$ cat config.mk
export PLATFORM = sky130hd
export DESIGN_NAME = cpu_run_ctrl_flat
export DESIGN_NICKNAME = d
export VERILOG_FILES = /design/src/rtl/cpu_run_ctrl_if.sv /design/src/rtl/cpu_run_ctrl.sv /design/src/flat_wrapper.sv
export SDC_FILE = /design/constraint.sdc
export NUM_CORES = 1
export LEC_CHECK = 0
export CAP_MARGIN = 10
export CORE_AREA = 2 2 83 85
export CTS_BUF_LIST = sky130_fd_sc_hd__clkbuf_4 sky130_fd_sc_hd__clkbuf_8
export CTS_CLUSTER_SIZE = 16
export DETAILED_ROUTE_END_ITERATION = 10
export DIE_AREA = 0 0 85 87
export PLACE_DENSITY = 0.74
export SLEW_MARGIN = 20
export SYNTH_ARGS = -nofsm -noshare
export SYNTH_HDL_FRONTEND = slang
export SYNTH_SLANG_ARGS = --single-unit
$ cat constraint.sdc
create_clock -name clk -period 2.35 [get_ports clk]
set_input_delay 0.3525 -clock clk [delete_from_list [all_inputs] [get_ports clk]]
set_output_delay 0.3525 -clock clk [all_outputs]
set_load 0.005 [all_outputs]
$ cat src/rtl/cpu_run_ctrl_if.sv
`default_nettype none
// ============================================================================
// Module   : cpu_run_ctrl_if
// Brief    : Control, status and breakpoint bundle between a debug host and
//            the run controller.
// Revision : 1.0 - initial release
// ============================================================================
interface cpu_run_ctrl_if #(
    parameter int PC_WIDTH  = 10,
    parameter int CNT_WIDTH = 16,
    parameter int NUM_BP    = 2
);
    logic [1:0]                 mode_i;
    logic                       start_i;
    logic                       stop_i;
    logic                       step_i;
    logic [CNT_WIDTH-1:0]       run_len_i;
    logic [NUM_BP*PC_WIDTH-1:0] bp_addr_i;
    logic [NUM_BP-1:0]          bp_en_i;
    logic [PC_WIDTH-1:0]        pc_i;
    logic                       cpu_en_o;
    logic                       busy_o;
    logic                       done_o;
    logic [1:0]                 halt_cause_o;
    logic [NUM_BP-1:0]          bp_hit_o;
    logic [CNT_WIDTH-1:0]       cycle_cnt_o;

    modport master (
        output mode_i, start_i, stop_i, step_i, run_len_i, bp_addr_i, bp_en_i, pc_i,
        input  cpu_en_o, busy_o, done_o, halt_cause_o, bp_hit_o, cycle_cnt_o
    );

    modport slave (
        input  mode_i, start_i, stop_i, step_i, run_len_i, bp_addr_i, bp_en_i, pc_i,
        output cpu_en_o, busy_o, done_o, halt_cause_o, bp_hit_o, cycle_cnt_o
    );
endinterface
`default_nettype wire

$ cat src/rtl/cpu_run_ctrl.sv
`default_nettype none
// ============================================================================
// Module   : cpu_run_ctrl
// Brief    : Run/debug controller gating a single-cycle CPU via clock-enable:
//            free run, run-N, single-step and run-to-breakpoint sessions.
// Revision : 1.0 - initial release
// ============================================================================
module cpu_run_ctrl #(
    parameter int PC_WIDTH  = 10,
    parameter int CNT_WIDTH = 16,
    parameter int NUM_BP    = 2
) (
    input  wire logic         clk,
    input  wire logic         reset,
    cpu_run_ctrl_if.slave     bus
);

    typedef enum logic [2:0] {
        ST_IDLE  = 3'd0,
        ST_RUN   = 3'd1,
        ST_PAUSE = 3'd2,
        ST_STEP  = 3'd3,
        ST_HALT  = 3'd4
    } state_t;

    localparam logic [1:0] MODE_RUNN   = 2'b01;
    localparam logic [1:0] MODE_STEP   = 2'b10;
    localparam logic [1:0] MODE_BP     = 2'b11;

    localparam logic [1:0] CAUSE_NONE  = 2'b00;
    localparam logic [1:0] CAUSE_COUNT = 2'b01;
    localparam logic [1:0] CAUSE_BP    = 2'b10;
    localparam logic [1:0] CAUSE_STOP  = 2'b11;

    localparam logic [CNT_WIDTH-1:0] CNT_ZERO = '0;
    localparam logic [CNT_WIDTH-1:0] CNT_ONE  = {{(CNT_WIDTH-1){1'b0}}, 1'b1};
    localparam logic [CNT_WIDTH-1:0] CNT_MAX  = '1;

    state_t               state_q, state_d;
    logic [1:0]           mode_q, mode_d;
    logic [CNT_WIDTH-1:0] run_len_q, run_len_d;
    logic [CNT_WIDTH-1:0] cycle_cnt_q, cycle_cnt_d;
    logic [1:0]           halt_cause_q, halt_cause_d;
    logic [NUM_BP-1:0]    bp_hit_q, bp_hit_d;
    logic                 done_q, done_d;

    logic [NUM_BP-1:0]    bp_match;
    logic                 bp_any;
    logic                 cnt_hit;
    logic                 halt_now;
    logic                 cpu_en;

    // Comparators are qualified by the latched mode so stale bp_en settings
    // cannot halt a session that is not a breakpoint session.
    for (genvar gi = 0; gi < NUM_BP; gi++) begin : g_bp_cmp
        assign bp_match[gi] = (mode_q == MODE_BP) && bus.bp_en_i[gi] &&
                              (bus.pc_i == bus.bp_addr_i[gi*PC_WIDTH +: PC_WIDTH]);
    end

    assign bp_any   = |bp_match;
    assign cnt_hit  = (mode_q == MODE_RUNN) && (cycle_cnt_q == run_len_q);
    assign halt_now = bus.stop_i || bp_any || cnt_hit;

    always_comb begin
        state_d      = state_q;
        mode_d       = mode_q;
        run_len_d    = run_len_q;
        cycle_cnt_d  = cycle_cnt_q;
        halt_cause_d = halt_cause_q;
        bp_hit_d     = bp_hit_q;
        cpu_en       = 1'b0;

        case (state_q)
            ST_IDLE, ST_HALT: begin
                if (bus.start_i) begin
                    mode_d       = bus.mode_i;
                    run_len_d    = bus.run_len_i;
                    cycle_cnt_d  = CNT_ZERO;
                    halt_cause_d = CAUSE_NONE;
                    bp_hit_d     = '0;
                    state_d      = (bus.mode_i == MODE_STEP) ? ST_PAUSE : ST_RUN;
                end
            end
            ST_RUN: begin
                if (halt_now) begin
                    state_d = ST_HALT;
                    if (bus.stop_i) begin
                        halt_cause_d = CAUSE_STOP;
                    end else if (bp_any) begin
                        halt_cause_d = CAUSE_BP;
                        bp_hit_d     = bp_match;
                    end else begin
                        halt_cause_d = CAUSE_COUNT;
                    end
                end else begin
                    cpu_en = 1'b1;
                end
            end
            ST_PAUSE: begin
                if (bus.stop_i) begin
                    state_d      = ST_HALT;
                    halt_cause_d = CAUSE_STOP;
                end else if (bus.step_i) begin
                    state_d = ST_STEP;
                end
            end
            ST_STEP: begin
                cpu_en  = 1'b1;
                state_d = ST_PAUSE;
            end
            default: begin
                state_d = ST_IDLE;
            end
        endcase

        // Counter only advances in RUN/STEP, so it never collides with the
        // clear performed on start in IDLE/HALT.
        if (cpu_en && (cycle_cnt_q != CNT_MAX)) begin
            cycle_cnt_d = cycle_cnt_q + CNT_ONE;
        end

        done_d = (state_d == ST_HALT) && (state_q != ST_HALT);
    end

    always_ff @(posedge clk or negedge reset) begin
        if (!reset) begin
            state_q      <= ST_IDLE;
            mode_q       <= 2'b00;
            run_len_q    <= CNT_ZERO;
            cycle_cnt_q  <= CNT_ZERO;
            halt_cause_q <= CAUSE_NONE;
            bp_hit_q     <= '0;
            done_q       <= 1'b0;
        end else begin
            state_q      <= state_d;
            mode_q       <= mode_d;
            run_len_q    <= run_len_d;
            cycle_cnt_q  <= cycle_cnt_d;
            halt_cause_q <= halt_cause_d;
            bp_hit_q     <= bp_hit_d;
            done_q       <= done_d;
        end
    end

    assign bus.cpu_en_o     = cpu_en;
    assign bus.busy_o       = (state_q == ST_RUN) || (state_q == ST_PAUSE) ||
                              (state_q == ST_STEP);
    assign bus.done_o       = done_q;
    assign bus.halt_cause_o = halt_cause_q;
    assign bus.bp_hit_o     = bp_hit_q;
    assign bus.cycle_cnt_o  = cycle_cnt_q;

endmodule
`default_nettype wire

$ cat src/flat_wrapper.sv
// flat-port wrapper written by rule: the top's interface ports become plain ports
module cpu_run_ctrl_flat 
#(
    parameter int PC_WIDTH  = 10,
    parameter int CNT_WIDTH = 16,
    parameter int NUM_BP    = 2
)
  (clk, reset, bus_mode_i, bus_start_i, bus_stop_i, bus_step_i, bus_run_len_i, bus_bp_addr_i, bus_bp_en_i, bus_pc_i, bus_cpu_en_o, bus_busy_o, bus_done_o, bus_halt_cause_o, bus_bp_hit_o, bus_cycle_cnt_o);
  cpu_run_ctrl_if #(.PC_WIDTH(PC_WIDTH), .CNT_WIDTH(CNT_WIDTH), .NUM_BP(NUM_BP)) bus_i ();
  input  wire logic clk;
  input  wire logic reset;
  input wire logic [$bits(bus_i.mode_i)-1:0] bus_mode_i;
  input wire logic [$bits(bus_i.start_i)-1:0] bus_start_i;
  input wire logic [$bits(bus_i.stop_i)-1:0] bus_stop_i;
  input wire logic [$bits(bus_i.step_i)-1:0] bus_step_i;
  input wire logic [$bits(bus_i.run_len_i)-1:0] bus_run_len_i;
  input wire logic [$bits(bus_i.bp_addr_i)-1:0] bus_bp_addr_i;
  input wire logic [$bits(bus_i.bp_en_i)-1:0] bus_bp_en_i;
  input wire logic [$bits(bus_i.pc_i)-1:0] bus_pc_i;
  output wire logic [$bits(bus_i.cpu_en_o)-1:0] bus_cpu_en_o;
  output wire logic [$bits(bus_i.busy_o)-1:0] bus_busy_o;
  output wire logic [$bits(bus_i.done_o)-1:0] bus_done_o;
  output wire logic [$bits(bus_i.halt_cause_o)-1:0] bus_halt_cause_o;
  output wire logic [$bits(bus_i.bp_hit_o)-1:0] bus_bp_hit_o;
  output wire logic [$bits(bus_i.cycle_cnt_o)-1:0] bus_cycle_cnt_o;
  assign bus_i.mode_i = bus_mode_i;
  assign bus_i.start_i = bus_start_i;
  assign bus_i.stop_i = bus_stop_i;
  assign bus_i.step_i = bus_step_i;
  assign bus_i.run_len_i = bus_run_len_i;
  assign bus_i.bp_addr_i = bus_bp_addr_i;
  assign bus_i.bp_en_i = bus_bp_en_i;
  assign bus_i.pc_i = bus_pc_i;
  assign bus_cpu_en_o = bus_i.cpu_en_o;
  assign bus_busy_o = bus_i.busy_o;
  assign bus_done_o = bus_i.done_o;
  assign bus_halt_cause_o = bus_i.halt_cause_o;
  assign bus_bp_hit_o = bus_i.bp_hit_o;
  assign bus_cycle_cnt_o = bus_i.cycle_cnt_o;
  cpu_run_ctrl #(.PC_WIDTH(PC_WIDTH), .CNT_WIDTH(CNT_WIDTH), .NUM_BP(NUM_BP)) u_core (.clk(clk), .reset(reset), .bus(bus_i));
endmodule
==> flow_summary.toml, run 1 <==
[status]
outcome = "finished with violations"
violations = "setup timing"

[logic_synthesis]
synthCells = 284
async_reset_ff_share_pct = 100
synth-seq-cells = 42
synth_fp_nets = 340
seq_area_frac_synth_pct = 41.7
synthFlopType = "dfrtp_1"
synth_compound_area_share_pct = 10.6
syn-cell-area_um2 = 2520
synthXorXnorAreaFrac_pct = 14.6
synth_simple_gate_area_share_pct = 28.0
synthAdderAreaFrac_pct = 0.497
synthMuxAreaShare_pct = 2.04
syn_avg_cell_area_um2 = 8.86
synth_edf_count = 0
synth_cell_types = 51
synth_top_family_by_area = "simple AND/OR/NAND/NOR gates"
ys_warn_count = 0

[sta]
final_hold_viol_count = 0
fin_crit_ns = 2.43
drv_slew = 0
setup_viol = 6
finalClockSkew_ns = 0.00382
fin_crit_sh_pct = 103
worst_slack_ns = -0.0754
worstMarginPinSlew_ns = 0.920
grt_setup_unrepaired = "yes"
timing.fmax_mhz = 412
max_slew_margin_pct = 38.7

[detailed_routing]
vias = 2468
drt_iter0_drc = 181
dr.pass1.iters = 4
viasPerCell = 5.14
totalWireLength_um = 7240
antenna_left = 0
drc_errors = 0
wire_per_inst_um = 15.1

[place]
gp_congestion = 0.864
io_buffers = 77
post_dp_cell_area_um2 = 3580
dp.final_hpwl_um = 5340

[critical_path]
cpMaxStageDelayCell = "dfrtp_1"
cp-startpoint = "u_core.bus.cycle_cnt_o[1]"
path_depth = 8
reg2reg_depth = 8
worstReg2RegEnd = "u_core.bus.cycle_cnt_o[13]"
slowest_delay_ns = 0.39
cp_cell_sequence = "buf_4 > ha_1 > nand3_1 > or2_1 > nor3_4 > nand4_4 > and2_2 > a221o_1"
crit_end = "u_core.bus.cycle_cnt_o[13]"
rrSetupSlack_ns = -0.08
critPathTopFamily = "simple AND/OR/NAND/NOR gates"
critPathBufInv = 1
worst_setup_path_start_kind = "flip-flop"
worstPathRequired_ns = 2.53
endpoint_kind = "flip-flop"
r2r_start = "u_core.bus.cycle_cnt_o[1]"
crit_type = "reg2reg"
worst-path-max-fanout = 10
crit_arrival_ns = 2.61

[pwr]
intPower_mw = 1.94
leakage_nw = 1.81
peakVddDrop_uv = 470
sw_frac_of_total_pct = 37.2
switching_power_mw = 1.15
pwr-share-comb_pct = 45.9
seqPwrFrac_pct = 35.6
powerDensity_nw_per_um2 = 795
clkPwrFrac_pct = 18.5

[global_route]
antenna_found_initial = 0
grt_overflow = 0
grt_pass1_wl_um = 11200
grt_pass1_vias = 2297
grt_use_total_pct = 19.3
grt_max_degree = 43

[clock_network]
clk_path_buf_depth = 2
cts_htree_levels = 2
clkSinkCount = 42
insertion_delay_ns = 0.29
cts_tree = "built"
ctsHoldBuffers = 0
clockRootBuffer = "clkbuf_8"
cts_buffers = 5
cts.clk_slew.worst_paths_ns = 0.08

[layout]
finalInstanceArea_um2 = 3880
post-route-util_pct = 59.1
seq_area_um2 = 1050
drive_gt1_share_pct = 19.0
syn_to_final_growth_pct = 54.2
multi_input_area_um2 = 1550
fillers = 535
final_nets = 455
antenna_cells = 0
mostFrequentLayoutCell = "nand2_1"
most-common-layout-cells = "nand2_1, clkdlybuf4s50_1, dfrtp_1"

[floorplan]
core_um2 = 6570
die_x_um = 85
dieArea_um2 = 7400
die_h_um = 87
start_util_pct = 38.3
num_rows = 30
io-pin-count = 78

[min_path]
min_path_type = "in2async"

[flow_run]
cap_violations = 0
[through the flow]
stage	hold WS (ns)	TNS [ns]	std cells	setup WS [ns]	power (mW)
finish	0.183	-0.333	480	-0.0754	3.09
global route	0.256	-1.26	480	-0.150	3.28
CTS	0.222	0	477	0.00871	3.01
detailed placement	0.484	-9.42	463	-0.592	2.39
global placement	0.481	-8.39	463	-0.541	2.35
floorplan	0.0569	0	284	0.143	1.82
[synth_stat cells (all sizes together) (2+ instances only)]
| cell | n | area [um2] |
|---|---|---|
| o21ai | 4 | 20.0 |
| nor2 | 16 | 60.1 |
| nor2b | 5 | 31.3 |
| dfrtp | 42 | 1050 |
| nand2b | 2 | 12.5 |
| and3 | 3 | 18.8 |
| nand3 | 15 | 75.1 |
| nand4 | 5 | 37.5 |
| a22o | 4 | 35.0 |
| buf | 3 | 21.3 |
| nand2 | 77 | 289 |
| a21oi | 6 | 41.3 |
| or3 | 2 | 12.5 |
| xor2 | 25 | 219 |
| a221o | 6 | 60.1 |
| mux2i | 4 | 40.0 |
| xnor2 | 17 | 149 |
| clkbuf | 9 | 33.8 |
| nor4 | 8 | 50.1 |
| or4 | 2 | 18.8 |
| inv | 2 | 7.51 |
| and2 | 3 | 21.3 |
| nor3 | 3 | 20.0 |
[sequential cells by signal (all words and copies together), names as in the netlist]
| signal | count |
|---|---|
| u_core.state_q | 3 |
| u_core.bus.halt_cause_o | 2 |
| u_core.bus.bp_hit_o | 2 |
| u_core.bus.cycle_cnt_o | 16 |
| u_core.bus.done_o | 1 |
| u_core.mode_q | 2 |
| u_core.run_len_q | 16 |
[worst min-delay path by stage]
stage / startpoint / to / slack [ns] / cells past startpoint
6_report: reset / u_core.bus.cycle_cnt_o[13] / 0.18 / 1
3_5_place_dp: u_core.run_len_q[14] / u_core.run_len_q[14] / 0.48 / 2
4_1_cts: reset / u_core.run_len_q[13] / 0.22 / 1
5_1_grt: reset / u_core.run_len_q[13] / 0.26 / 1
3_3_place_gp: u_core.run_len_q[14] / u_core.run_len_q[14] / 0.48 / 2
2_1_floorplan: reset / u_core.bus.bp_hit_o[0] / 0.06 / 0
[logic make-up after synthesis]
family | after synthesis
xor gates and xnor gates | 42
buffers and inverters | 14
muxes | 5
adders and majority gates | 1
AOI/OAI and AO/OA | 32
DFF | 42
and+or+nand+nor | 148
[repair_timing]
| action | 4_1_cts | 5_1_grt |
|---|---|---|
| pin swaps | 27 | 10 |
| endpoints found under the setup margin | 16 | 18 |
| cloned | 0 | 1 |
| setup buffers | 7 | 2 |
| gates resized for setup | 41 | 13 |
[power groups by stage]
| stage | Sequential (mW) | Clock (mW) | Combinational [mW] |
|---|---|---|---|
| floorplan | 1.09 | 0 | 0.734 |
| global placement | 1.10 | 0 | 1.25 |
| detailed placement | 1.11 | 0 | 1.28 |
| CTS | 1.10 | 0.577 | 1.33 |
| global route | 1.13 | 0.611 | 1.54 |
| finish | 1.10 | 0.571 | 1.42 |
[metal layers]
layer / part of all wire [%] / track usage (%) / up-vias
li1: - / - / 1221
met2: 48 / 29.8 / 84
met4: 2.7 / 7.50 / 0
met3: 5.9 / 3.51 / 16
met1: 43 / 27.0 / 1147
met5: 0 / 0 / -
[cell type report]
| type | instances | area share, % |
|---|---|---|
| tap | 80 | 2.58 |
| clock buffer | 5 | 1.77 |
| sequential | 42 | 27.1 |
| multi-input combinational | 229 | 40.0 |
| timing repair buffer | 119 | 27.4 |
| inverter | 2 | 0.193 |
| clock inverter | 3 | 1.03 |
Power figures use the tool's default switching activity.
==> inputs of run 2 (changes only) <==
Settings changed: CTS_CLUSTER_DIAMETER set to 100, PLACE_DENSITY 0.74 to 0.76.
Clock period 2.35 ns to 2.08 ns, I/O delays scaled along.
==> flow_summary.toml, run 2 (synthesis results as in run 1) <==
[status]
outcome = "finished with violations"
violations = "setup timing"

[clock_network]
clk_path_buf_depth = 2
cts.clk_slew.worst_paths_ns = 0.09
cts_buffers = 5
cts_htree_levels = 2
clockRootBuffer = "clkbuf_8"
cts_tree = "built"
clkSinkCount = 42
insertion_delay_ns = 0.31

[pwr]
power_mw = 3.59
clkPwrFrac_pct = 16.1
powerDensity_nw_per_um2 = 906
peakVddDrop_uv = 483
intPower_mw = 2.21
leakage_nw = 1.85
seqPwrFrac_pct = 34.3
pwr-share-comb_pct = 49.6
sw_frac_of_total_pct = 38.5
switching_power_mw = 1.38

[critical_path]
crit_arrival_ns = 2.46
critPathBufInv = 0
reg2reg_depth = 7
crit_end = "u_core.bus.cycle_cnt_o[4]"
rrSetupSlack_ns = -0.19
cpMaxStageDelayCell = "or3_4"
r2r_start = "u_core.bus.cycle_cnt_o[1]"
worstPathRequired_ns = 2.28
path_depth = 7
cp_cell_sequence = "xor2_1 > nor4_2 > nand4b_1 > or3_4 > a21oi_4 > nor2_1 > a211o_1"
worst-path-max-fanout = 4
worst_setup_path_start_kind = "flip-flop"
crit_type = "reg2reg"
slowest_delay_ns = 0.48
cp-startpoint = "u_core.bus.cycle_cnt_o[1]"
endpoint_kind = "flip-flop"
worstReg2RegEnd = "u_core.bus.cycle_cnt_o[4]"
critPathTopFamily = "simple AND/OR/NAND/NOR gates"

[sta]
fin_crit_sh_pct = 109
max_slew_margin_pct = 67.9
drv_slew = 0
grt_setup_unrepaired = "yes"
timing.fmax_mhz = 441
tns_ns = -2.23
worstMarginPinSlew_ns = 0.480
worst_slack_ns = -0.189
finalClockSkew_ns = 0.00810
setup_viol = 19
fin_crit_ns = 2.27
final_hold_viol_count = 0

[global_route]
grt_pass1_wl_um = 11900
met3_usage_pct = 2.84
grt_max_degree = 43
gr-max-usage-layer = "met2"
grtUsageMet1_pct = 27.6
antenna_found_initial = 0
use_met2_pct = 32.7
grt_overflow = 0
grt_use_total_pct = 20.4
grt_pass1_vias = 2457

[detailed_routing]
viasPerCell = 5.21
vias = 2532
antenna_left = 0
wire_per_inst_um = 15.4
dr.pass1.iters = 4
totalWireLength_um = 7470
drc_errors = 0
drt_iter0_drc = 195

[layout]
antenna_cells = 0
layout.cells.non_filler = 486
final_nets = 461
most-common-layout-cells = "nand2_1, clkdlybuf4s50_1, buf_4, dfrtp_1"
drive_gt1_share_pct = 21.2
syn_to_final_growth_pct = 57.5
mostFrequentLayoutCell = "nand2_1"

[floorplan]
num_rows = 30
die_x_um = 85
start_util_pct = 38.3
io-pin-count = 78
core_um2 = 6570
die_h_um = 87
dieArea_um2 = 7400

[place]
io_buffers = 77
dp.final_hpwl_um = 5500
dp_slack_ns = -0.896
gp_congestion = 0.904
place_inst = 473

[min_path]
min_path_type = "in2async"

[flow_run]
cap_violations = 0
## run 2: changes by cell type in the layout (fill, tap and decap cells not counted), sizes merged
cell           change
buf                +5
bufinv             -1
clkbuf             +1
clkdlybuf4s15      -2
clkdlybuf4s50      -1
clkinv             -1
clkinvlp           +1
dlygate4sd2        +4
dlygate4sd3        +1
dlymetal6s2s       -1
## run 2: metal layers
metal	routed length [um]	up-vias
li1	-	1231
met1	3270	1193
met2	3620	88
met3	368	20
met4	209	0
met5	0	-
## run 2: tightest hold or removal path, stage by stage
cell           delay [ns]
dlygate4sd3_1        0.52
buf_2                0.12
buf_12               0.23
## run 2: worst min-delay path by stage
stage                             start                         end  cells past startpoint  slack (ns)
floorplan                         reset      u_core.bus.bp_hit_o[0]                      0        0.02
global placement                  reset  u_core.bus.cycle_cnt_o[13]                      2        0.30
detailed placement                reset  u_core.bus.cycle_cnt_o[13]                      2        0.30
CTS                 u_core.run_len_q[1]         u_core.run_len_q[1]                      2        0.51
global route          bus_run_len_i[14]        u_core.run_len_q[14]                      3        0.52
finish                            reset  u_core.bus.cycle_cnt_o[14]                      3        0.50
## run 2: stage by stage
stage | hold WS [ns] | instance area [um2] | util [%]
2_1_floorplan | 0.0164 | 2540 | -
3_3_place_gp | 0.296 | 3700 | 56.3
3_5_place_dp | 0.299 | 3700 | 56.3
4_1_cts | 0.506 | 3910 | 59.5
5_1_grt | 0.524 | 3960 | 60.3
6_report | 0.503 | 3960 | 60.3
## run 2: cell type report
type | count | area [um2]
Clock buffer | 6 | 82.6
Clock inverter | 2 | 12.5
Fill cell | 534 | 2610
Inverter | 2 | 7.51
Multi-Input combinational cell | 229 | 1590
Sequential cell | 42 | 1050
Tap cell | 80 | 100
Timing Repair Buffer | 125 | 1120
## run 2: power by group through the flow
stage / Sequential (mW) / Combinational, mW / Clock, mW
2_1_floorplan: 1.23 / 0.831 / 0
3_3_place_gp: 1.23 / 1.52 / 0
3_5_place_dp: 1.25 / 1.55 / 0
4_1_cts: 1.23 / 1.69 / 0.581
5_1_grt: 1.26 / 1.94 / 0.613
6_report: 1.23 / 1.78 / 0.579
## run 2: repair_timing
item / 4_1_cts / 5_1_grt
hold buffers: 1 / 0
endpoints found under the setup margin: 23 / 23
gates resized for setup: 47 / 12
hold endpoints to repair: 42 / 0
gates cloned: 1 / 0
buffers inserted: 3 / 0
pin swaps: 21 / 10
==> inputs of run 3 (changes only) <==
Settings changed: REMOVE_ABC_BUFFERS set to 1.
==> flow_summary.toml, run 3 (synthesis results as in run 1) <==
[status]
outcome = "finished with violations"
violations = "setup timing"

[sta]
grt_setup_unrepaired = "yes"
worst_slack_ns = -0.209
hold_ws_ns = 0.0785
max_slew_margin_pct = 63.5
timing.fmax_mhz = 437
finalClockSkew_ns = 0.0100
drv_slew = 0
fin_crit_ns = 2.29
fin_crit_sh_pct = 110
setup_viol = 21
final_hold_viol_count = 0
worstMarginPinSlew_ns = 0.547
tns_ns = -2.92

[critical_path]
endpoint_kind = "flip-flop"
worst_setup_path_start_kind = "flip-flop"
slowest_delay_ns = 0.41
cpMaxStageDelayCell = "or3_4"
worstPathRequired_ns = 2.25
worst-path-max-fanout = 4
cp_cell_sequence = "xor2_1 > nor4_1 > buf_4 > nand4b_1 > or3_4 > a21oi_4 > nor2_1 > a211o_1"
rrSetupSlack_ns = -0.21
reg2reg_depth = 8
crit_arrival_ns = 2.46
crit_type = "reg2reg"

[clock_network]
cts_htree_levels = 2
insertion_delay_ns = 0.30
cts.clk_slew.worst_paths_ns = 0.08
cts_tree = "built"
clkSinkCount = 42
cts_buffers = 5
clk_path_buf_depth = 2
ctsHoldBuffers = 0
clockRootBuffer = "clkbuf_8"

[pwr]
leakage_nw = 1.96
peakVddDrop_uv = 581
powerDensity_nw_per_um2 = 868

[place]
dp.final_hpwl_um = 5640
io_buffers = 77
gp_congestion = 0.896
dp_slack_ns = -0.635

[floorplan]
dieArea_um2 = 7400
core_um2 = 6570
io-pin-count = 78
die_x_um = 85
start_util_pct = 38.3
die_h_um = 87
num_rows = 30

[global_route]
grt_pass1_vias = 2552
grt_pass1_wl_um = 12200
grt_overflow = 0
antenna_found_initial = 0
grt_use_total_pct = 20.8
grt_max_degree = 43

[detailed_routing]
viasPerCell = 5.22
totalWireLength_um = 7620
antenna_left = 0
drc_errors = 0
dr.pass1.iters = 4
vias = 2547
drt_iter0_drc = 173
wire_per_inst_um = 15.6

[layout]
syn_to_final_growth_pct = 60.8
final_nets = 465
drive_gt1_share_pct = 22.5
mostFrequentLayoutCell = "nand2_1"
antenna_cells = 0
post-route-util_pct = 61.6
most-common-layout-cells = "nand2_1, clkdlybuf4s50_1, buf_4"

[flow_run]
cap_violations = 0

[min_path]
min_path_type = "in2async"
run 3: cell types whose count changed in the layout (fill, tap and decap cells not counted), sizes merged:
cell           delta
dlygate4sd2      -16
dlymetal6s2s     +12
buf               +5
clkdlybuf4s50     +4
clkinv            -1
clkinvlp          -1
dlygate4sd3       -1
run 3: per-stage QoR:
step           std cells  instance area (um2)  total power [mW]
5_1_grt              488                 4050              3.73
2_1_floorplan        272                 2460              2.01
6_report             488                 4050              3.51
3_5_place_dp         475                 3670              2.81
3_3_place_gp         475                 3670              2.75
4_1_cts              486                 3900              3.46
run 3: critical path, delay by kind of cell, from the launching register on:
family	cells	cell delay, ns
compound gates	2	0.49
buf+inv	1	0.17
xor+xnor	1	0.16
flops	1	0.40
simple gates	4	0.95
run 3: power by group:
part / leakage (nW) / internal, mW / switching, mW
combinational: 1.37 / 0.865 / 0.879
sequential: 0.548 / 1.06 / 0.176
clock: 0.0431 / 0.256 / 0.276
run 3: timing repair:
item / 4_1_cts / 5_1_grt
hold endpoints to repair: 0 / 0
cloned: 1 / 0
pin swaps: 24 / 22
resized for setup: 36 / 33
setup buffers: 4 / 2
endpoints found under the setup margin: 21 / 24
run 3: path summary, 6_finish.rpt:
| check | from | to |
|---|---|---|
| worst max register to register | u_core.run_len_q[1] | u_core.bus.cycle_cnt_o[4] |
| worst min register to register | u_core.run_len_q[15] | u_core.run_len_q[15] |
| min in group clk | u_core.run_len_q[15] | u_core.run_len_q[15] |
| worst max-delay path | u_core.run_len_q[1] | u_core.bus.cycle_cnt_o[4] |
| worst min-delay path | reset | u_core.run_len_q[10] |
| max in group asynchronous | reset | u_core.run_len_q[2] |
run 3: layer usage:
layer | up-vias | GRT usage, % | share of wire (%)
li1 | 1228 | - | -
met1 | 1208 | 28.8 | 44
met2 | 95 | 33.0 | 49
met3 | 16 | 2.46 | 5.0
met4 | 0 | 8.66 | 2.2
met5 | - | 0 | 0
run 3: layout make-up:
cell class	instances	area [um2]
fillers	531	2520
multi-input cells	229	1600
repair buffers	129	1210
flip-flops and latches	42	1050
well taps	80	100
clock buffers	6	82.6
inverters	2	7.51
